`src/rtl/ram_bist_initiator.sv`:
```
// Write/read-back self-test sequencer driving a single-port bigRam.
// Define INVERT_PASS_EN to add a second pass using the inverted pattern.
module ram_bist_initiator #(
    parameter int ADDR_W = 8,
    parameter int DATA_W = 32,
    parameter int RD_LAT = 1,
    parameter int ERR_W  = 16
) (
    input  logic              Clk,
    input  logic              Reset_n,
    input  logic              Start,
    input  logic [ADDR_W-1:0] Lo,
    input  logic [ADDR_W-1:0] Hi,
    input  logic [DATA_W-1:0] Seed,
    output logic [ADDR_W-1:0] Address,
    output logic [DATA_W-1:0] Din,
    output logic              WR,
    output logic              en,
    input  logic [DATA_W-1:0] Dout,
    output logic              Busy,
    output logic              Done,
    output logic              Pass,
    output logic [ADDR_W-1:0] FailAddr,
    output logic [ERR_W-1:0]  ErrCount
);

    typedef enum logic [2:0] {
        S_IDLE,
        S_WRITE,
        S_READ,
        S_DRAIN,
        S_DONE
    } state_t;

    localparam logic [2:0] DRN_LAST = 3'(RD_LAT - 1);

    state_t            state_q, state_d;
    logic [ADDR_W-1:0] lo_q, lo_d;
    logic [ADDR_W-1:0] hi_q, hi_d;
    logic [DATA_W-1:0] seed_q, seed_d;
    logic [ADDR_W-1:0] addr_q, addr_d;
    logic [DATA_W-1:0] din_q, din_d;
    logic              wr_q, wr_d;
    logic              en_q, en_d;
    logic              busy_q, busy_d;
    logic              done_q, done_d;
    logic              pass_q, pass_d;
    logic [ADDR_W-1:0] fail_q, fail_d;
    logic [ERR_W-1:0]  err_q, err_d;
    logic [2:0]        drain_q, drain_d;
    logic              pv_q [RD_LAT];
    logic              pv_d [RD_LAT];
    logic [ADDR_W-1:0] pa_q [RD_LAT];
    logic [ADDR_W-1:0] pa_d [RD_LAT];
    logic              inv_w;
    logic              mis;

`ifdef INVERT_PASS_EN
    logic inv_q, inv_d;
    assign inv_w = inv_q;
`else
    assign inv_w = 1'b0;
`endif

    function automatic logic [DATA_W-1:0] pat(
        input logic [DATA_W-1:0] s,
        input logic [ADDR_W-1:0] a,
        input logic              inv
    );
        return s ^ DATA_W'(a) ^ {DATA_W{inv}};
    endfunction

    always_ff @(posedge Clk or negedge Reset_n) begin
        if (!Reset_n) begin
            state_q <= S_IDLE;
            lo_q    <= '0;
            hi_q    <= '0;
            seed_q  <= '0;
            addr_q  <= '0;
            din_q   <= '0;
            wr_q    <= 1'b0;
            en_q    <= 1'b0;
            busy_q  <= 1'b0;
            done_q  <= 1'b0;
            pass_q  <= 1'b0;
            fail_q  <= '0;
            err_q   <= '0;
            drain_q <= '0;
            for (int i = 0; i < RD_LAT; i++) begin
                pv_q[i] <= 1'b0;
                pa_q[i] <= '0;
            end
`ifdef INVERT_PASS_EN
            inv_q   <= 1'b0;
`endif
        end else begin
            state_q <= state_d;
            lo_q    <= lo_d;
            hi_q    <= hi_d;
            seed_q  <= seed_d;
            addr_q  <= addr_d;
            din_q   <= din_d;
            wr_q    <= wr_d;
            en_q    <= en_d;
            busy_q  <= busy_d;
            done_q  <= done_d;
            pass_q  <= pass_d;
            fail_q  <= fail_d;
            err_q   <= err_d;
            drain_q <= drain_d;
            for (int i = 0; i < RD_LAT; i++) begin
                pv_q[i] <= pv_d[i];
                pa_q[i] <= pa_d[i];
            end
`ifdef INVERT_PASS_EN
            inv_q   <= inv_d;
`endif
        end
    end

    always_comb begin
        state_d = state_q;
        lo_d    = lo_q;
        hi_d    = hi_q;
        seed_d  = seed_q;
        addr_d  = addr_q;
        din_d   = din_q;
        wr_d    = wr_q;
        en_d    = en_q;
        busy_d  = busy_q;
        done_d  = 1'b0;
        pass_d  = pass_q;
        fail_d  = fail_q;
        err_d   = err_q;
        drain_d = drain_q;
`ifdef INVERT_PASS_EN
        inv_d   = inv_q;
`endif

        // Expected address follows each issued read through the RAM latency
        pv_d[0] = en_q & ~wr_q;
        pa_d[0] = addr_q;
        for (int i = 1; i < RD_LAT; i++) begin
            pv_d[i] = pv_q[i-1];
            pa_d[i] = pa_q[i-1];
        end

        mis = pv_q[RD_LAT-1] &&
              (Dout != pat(seed_q, pa_q[RD_LAT-1], inv_w));
        if (mis) begin
            if (err_q != '1) err_d = err_q + 1'b1;
            if (err_q == '0) fail_d = pa_q[RD_LAT-1];
        end

        unique case (state_q)
            S_IDLE: begin
                if (Start) begin
                    lo_d   = Lo;
                    hi_d   = Hi;
                    seed_d = Seed;
                    pass_d = 1'b0;
                    fail_d = '0;
                    err_d  = '0;
`ifdef INVERT_PASS_EN
                    inv_d  = 1'b0;
`endif
                    if (Hi < Lo) begin
                        state_d = S_DONE;
                        done_d  = 1'b1;
                        pass_d  = 1'b1;
                    end else begin
                        state_d = S_WRITE;
                        busy_d  = 1'b1;
                        en_d    = 1'b1;
                        wr_d    = 1'b1;
                        addr_d  = Lo;
                        din_d   = pat(Seed, Lo, 1'b0);
                    end
                end
            end
            S_WRITE: begin
                if (addr_q == hi_q) begin
                    state_d = S_READ;
                    wr_d    = 1'b0;
                    addr_d  = lo_q;
                    din_d   = '0;
                end else begin
                    addr_d = addr_q + 1'b1;
                    din_d  = pat(seed_q, addr_q + 1'b1, inv_w);
                end
            end
            S_READ: begin
                if (addr_q == hi_q) begin
                    state_d = S_DRAIN;
                    en_d    = 1'b0;
                    drain_d = '0;
                end else begin
                    addr_d = addr_q + 1'b1;
                end
            end
            S_DRAIN: begin
                if (drain_q == DRN_LAST) begin
`ifdef INVERT_PASS_EN
                    if (!inv_q) begin
                        state_d = S_WRITE;
                        inv_d   = 1'b1;
                        en_d    = 1'b1;
                        wr_d    = 1'b1;
                        addr_d  = lo_q;
                        din_d   = pat(seed_q, lo_q, 1'b1);
                    end else
`endif
                    begin
                        state_d = S_DONE;
                        done_d  = 1'b1;
                        busy_d  = 1'b0;
                        pass_d  = (err_d == '0);
                    end
                end else begin
                    drain_d = drain_q + 1'b1;
                end
            end
            S_DONE: begin
                state_d = S_IDLE;
            end
            default: begin
                state_d = S_IDLE;
            end
        endcase
    end

    assign Address  = addr_q;
    assign Din      = din_q;
    assign WR       = wr_q;
    assign en       = en_q;
    assign Busy     = busy_q;
    assign Done     = done_q;
    assign Pass     = pass_q;
    assign FailAddr = fail_q;
    assign ErrCount = err_q;

endmodule

```
`config.mk`:
```
export PLATFORM = sky130hd
export DESIGN_NAME = ram_bist_initiator
export DESIGN_NICKNAME = d
export VERILOG_FILES = /design/src/rtl/ram_bist_initiator.sv
export SDC_FILE = /design/constraint.sdc
export NUM_CORES = 1
export LEC_CHECK = 0
export CAP_MARGIN = 40
export CORE_MARGIN = 5
export CORE_UTILIZATION = 25
export CTS_CLUSTER_SIZE = 40
export DETAILED_ROUTE_END_ITERATION = 8
export PLACE_DENSITY_LB_ADDON = 0.2
export SETUP_SLACK_MARGIN = 0.3
export SYNTH_ARGS = -nofsm -noshare
export SYNTH_HDL_FRONTEND = slang
export SYNTH_SLANG_ARGS = --single-unit
```
`constraint.sdc`:
```
create_clock -name Clk -period 3.42 [get_ports Clk]
set_input_delay 0.513 -clock Clk [delete_from_list [all_inputs] [get_ports Clk]]
set_output_delay 0.513 -clock Clk [all_outputs]
set_load 0.01 [all_outputs]
```
# --- Word level (Yosys, flattened, before mapping) ---
# Index checks and enable logic that the tools add are counted.
word_totals:
  output_inout_bits: 69
  in_bits: 83
  word_cells: 97
  regBits: 132
classes:
  n_mux: 40
  eq_ne: 13
  order_cmp: 1
  add_sub_neg: 3
  reduce_logical: 19
  bitwise: 5
ops:
  columns: ["operator", "n"]
  rows:
  - ["$mux 32", 3]
  - ["$xor 32x8->32", 3]
  - ["$mux 16", 4]
  - ["$mux 8", 8]
  - ["$pmux 32 s2", 1]
  - ["$logic_not 16->1", 2]
  - ["$ne 32x32->1", 1]
  - ["$pmux 8 s3", 1]
  - ["$mux 3", 7]
  - ["$reduce_and 4->1", 5]
  - ["$add 16x1->16 const B", 1]
  - ["$ne 16x16->1 const B", 1]
  - ["$ne 2x2->1 const B", 7]
  - ["$pmux 3 s4", 1]
  - ["$pmux 1 s2", 5]
  - ["$mux 1", 9]
  - ["$reduce_and 3->1", 3]
  - ["$add 8x1->8 const B", 1]
  - ["$eq 8x8->1", 1]
  - ["$lt 8x8->1", 1]
  - ["$reduce_bool 2->1", 4]
  - ["$eq 3x2->1 const B", 2]
  - ["$logic_not 3->1", 2]
  - ["$pmux 3 s2", 1]
  - ["other kinds (7)", 7]

# --- Logic depth before layout (Yosys ltp) ---
depth:
  word_depth: 7
  mapped_depth: 12
  mapped_depth_nobuf: 10

# --- Least setup slack after synthesis ---
# OpenSTA, ideal clock, no wires.
synth_path:
  path_type: "input to register"
  from: "input port Dout[1]"
  to: "register pass_q, in the netlist Pass"
  path_stages: 9
  setup_slack_ns: 0.372
  path_buffers: 0
  t_arrival_ns: 2.966
  setup_ns: 0.082
  required_ns: 3.338
  path_cell_list: "xnor2_1 -> xnor2_1 -> or4_1 -> o41a_1 -> nand4_1 -> mux2_2 -> o32ai_1 -> or4b_1 -> a22oi_2"
synth_between:
  elab_chain_len: 6
synth_rtl:
  columns: ["element", "line_no", "rtl"]
  rows:
  - ["start, declared", "19", "input logic [DATA_W-1:0] Dout,"]
  - ["$ne 32x32->1", "149", "(Dout != pat(seed_q, pa_q[RD_LAT-1], inv_w));"]
  - ["$logic_and 1x1->1", "148", "mis = pv_q[RD_LAT-1] &&"]
  - ["$mux 16", "150", "if (mis) begin"]
  - ["$logic_not 16->1", "217", "pass_d = (err_d == '0);"]
  - ["$mux 1", "202", "if (drain_q == DRN_LAST) begin"]
  - ["$pmux 1 s2", "155", "unique case (state_q)"]
  - ["end signal, assigned", "107", "pass_q <= pass_d;"]
  - ["end, declared", "47", "logic pass_q, pass_d;"]
# No other way between the ends. The select of a mux whose other input is x is not followed.
# A chain may end at the register's enable or synchronous reset.

# --- Final worst setup path ---
layout_path:
  from: "input port Dout[16]"
  to: "register pass_q, in the netlist Pass"
# Same word-level chain as after synthesis.

==> results.md <==
* # placed instances at 1150
* # fillers at 2725
* Skew final at 0.0112 ns
* Final #Nets at 931
* Clk buf depth at 2
* Synth Warn # at 0
* Worst slack at placement at -0.516 ns
* Placer Congestion at 0.791
* Slew @ Worst Pin at 0.779 ns
* Critical Path Fanout Max at 5
* Drt total wl at 21600 um
* Synth top area share at 48.2%
* Register area share after synthesis at 48.2%
* Total negative setup slack at 0 ns
* Worst setup EP type: flip-flop
* Syn_area_per_cell at 10.2 um^2
* Endpoints failing setup at 0
* Initial antenna violation count at 0
* Top post-synthesis cells by area: dfrtp_1 48%, mux2_2 8.0%, xor2_1 5.9%, xnor2_1 5.1%, o21ai_0 3.9%
* Root Buffer: clkbuf_16
* GRT Total Usage at 14.3%
* DP Area at 0.00891 mm^2
* I/O Buffers at 151
* Full die area at 0.0308 mm^2
* Status: finished clean
* Via-per-instance ratio at 4.59
* Die height at 176 um
* Power after layout at 7.98 mW
* CTS tree: built
* Worst-path clk slew at 0.07 ns
* Final non-filler cell total at 1190
* Max frequency at 0.306 GHz
* Most common cell after layout, fill and taps aside: clkdlybuf4s50_1
* Period minus WS final at 3.27 ns
* Post-synth EDFFs at 0
* Router iterations before antenna repair at 5
* Power per cell area at 829 mW/mm^2
* Unrepaired setup endpoints after global routing: true
* Tcrit/Tclk final at 95.6%
* Layout cells sized above 1 at 15.9%
* Latest clock arrival within the worst-skew pair at 0.42 ns
* Post-synth top flop: dfrtp_1
* Number of diodes at 0
* Slowest stage cell, crit path: o41a_1
* Cells after synthesis at 669
* Via count at 5465
* Worst path bufs/invs at 3
* Worst setup margin at 0.152 ns
* # DRC at 0
* Crit-path leading delay family: simple AND/OR/NAND/NOR gates
* Clock sinks at 132
* Cell Rows at 60
* Worst stage delay on the critical path at 0.51 ns
* Largest net degree at the start of global routing at 65
* Kind of critical path: in -> reg
* Arr. time, crit path at 3.60 ns
* Asr flop ratio synth at 100%
* Synthesized Nets at 764
* Cell taking the most area after synthesis: dfrtp_1
* Wire length per cell at 18.2 um
* Hpwl dp at 15700 um
* Initial Util at 25.4%
* Required time of the critical path at 3.75 ns
* Most used cell, CP: buf_4
* H-tree depth at 4
* Commonest non-fill, non-tap cells in the layout: 140 x clkdlybuf4s50_1, 132 x dfrtp_1, 58 x nand2_1
* Starting DRC count in detailed routing at 281
* CTS buffer count at 17
* Hold Slack at 0.0348 ns
* Synthesized cell area at 0.00686 mm^2
* Vias in the first global route at 5741
* Max-cap violations at 0
* Total I/O pin count at 152
* First-pass GRT wire length at 34300 um
* Leakage power at 4.16 nW
* Seq cells post-synth at 132
* GRT overflow at 0
* Post-route ant nets at 0
* Max Transition Viols Final at 0
* Core ar. at 0.0270 mm^2
* Die X at 176 um
* CP cell instances: clkdlybuf4s50_1 -> xor2_1 -> nor4_2 -> buf_4 -> nand2_1 -> buf_4 -> o41a_1 -> nand4_1 -> mux2_4 -> o32ai_2 -> or4b_4 -> a22oi_2
* Final core utilization at 35.7%
* R2R depth at 11
* Final hold vios at 0
* Cell area after layout at 0.00962 mm^2
* CP Depth at 12
* Library cells used by synthesis at 48
* Peak supply drop at 0.277 mV
* Worst hold-check path type: in -> async
* Startpoint Class: input pin
* Worst relative slew slack at 48.0%
* Area growth, synth to finish at 40.4%
-- cell usage after synthesis (all sizes together) (2+ instances only) --
cell type,instances
a222oi,7
nor2,44
xnor2,40
a41o,2
nor2b,7
a22oi,6
xor2,46
a211oi,4
a21o,4
o211ai,2
a31oi,3
inv,15
nand3,5
and3,40
nor3,5
nand2b,7
clkbuf,35
nand4,8
ha,12
nand2,58
mux2,49
nor4,12
and2,4
o21ai,53
a21oi,32
buf,4
o22ai,2
or4,2
and4,5
dfrtp,132
mux2i,12
-- layer usage --
layer / part of all wire [%] / routed length (um) / vias up / global-route usage, %
li1: - / - / 2682 / -
met1: 46 / 9860 / 2661 / 19.0
met2: 50 / 10700 / 111 / 24.1
met3: 3.7 / 808 / 11 / 2.78
met4: 1.0 / 223 / 0 / 3.44
met5: 0 / 0 / - / 0
-- sequential cells by signal, indices dropped and copies added, names as in the netlist, 3 cells and up --
name,count
FailAddr,8
drain_q,3
hi_q,8
Address,8
pa_q,8
ErrCount,16
lo_q,8
Din,32
seed_q,32
state_q,3
-- area by class of cell --
class | instances | area (um^2) | share of cell area (%)
clock buffer | 18 | 439 | 4.56
multi-input combinational | 483 | 3420 | 35.6
timing repair buffer | 187 | 1840 | 19.1
tap | 341 | 427 | 4.43
clock inverter | 14 | 140 | 1.46
inverter | 15 | 56.3 | 0.585
sequential | 132 | 3300 | 34.3
-- power breakdown --
group | switching (mW) | internal (mW) | leakage (nW)
logic | 1.56 | 1.74 | 2.25
clock network | 0.774 | 1.04 | 0.281
registers | 0.637 | 2.22 | 1.63
total | 2.97 | 5.00 | 4.16
-- what timing repair did --
action,in CTS,in global routing
pin swaps,14,9
buffers inserted,8,0
hold buffers,0,0
gates resized for setup,17,6
endpoints found under the setup margin,1,2
-- cell families (layout without fill, tap and decap cells) --
| logic type | count (synthesis) | in the layout | synth area share (%) |
|---|---|---|---|
| compound gates | 122 | 122 | 10.8 |
| xor+xnor | 86 | 86 | 11.0 |
| fa+ha+maj | 12 | 12 | 2.19 |
| buf+inv | 54 | 234 | 3.12 |
| flops | 132 | 132 | 48.2 |
| mux | 61 | 61 | 9.80 |
| simple gates | 202 | 202 | 14.9 |
-- worst paths after layout --
check | startpoint | end | slack [ns]
worst min register to register | Din[18]$_DFFE_PN0P_ | Din[18]$_DFFE_PN0P_ | 0.48
min in group Clk | Din[18]$_DFFE_PN0P_ | Din[18]$_DFFE_PN0P_ | 0.48
max in group asynchronous | Reset_n | seed_q[7]$_DFFE_PN0P_ | 2.53
worst min-delay path | Reset_n | Din[18]$_DFFE_PN0P_ | 0.03
worst max register to register | seed_q[20]$_DFFE_PN0P_ | Pass$_DFFE_PN0P_ | 0.19
worst max-delay path | Dout[16] | Pass$_DFFE_PN0P_ | 0.15
Power figures use the tool's default switching activity.
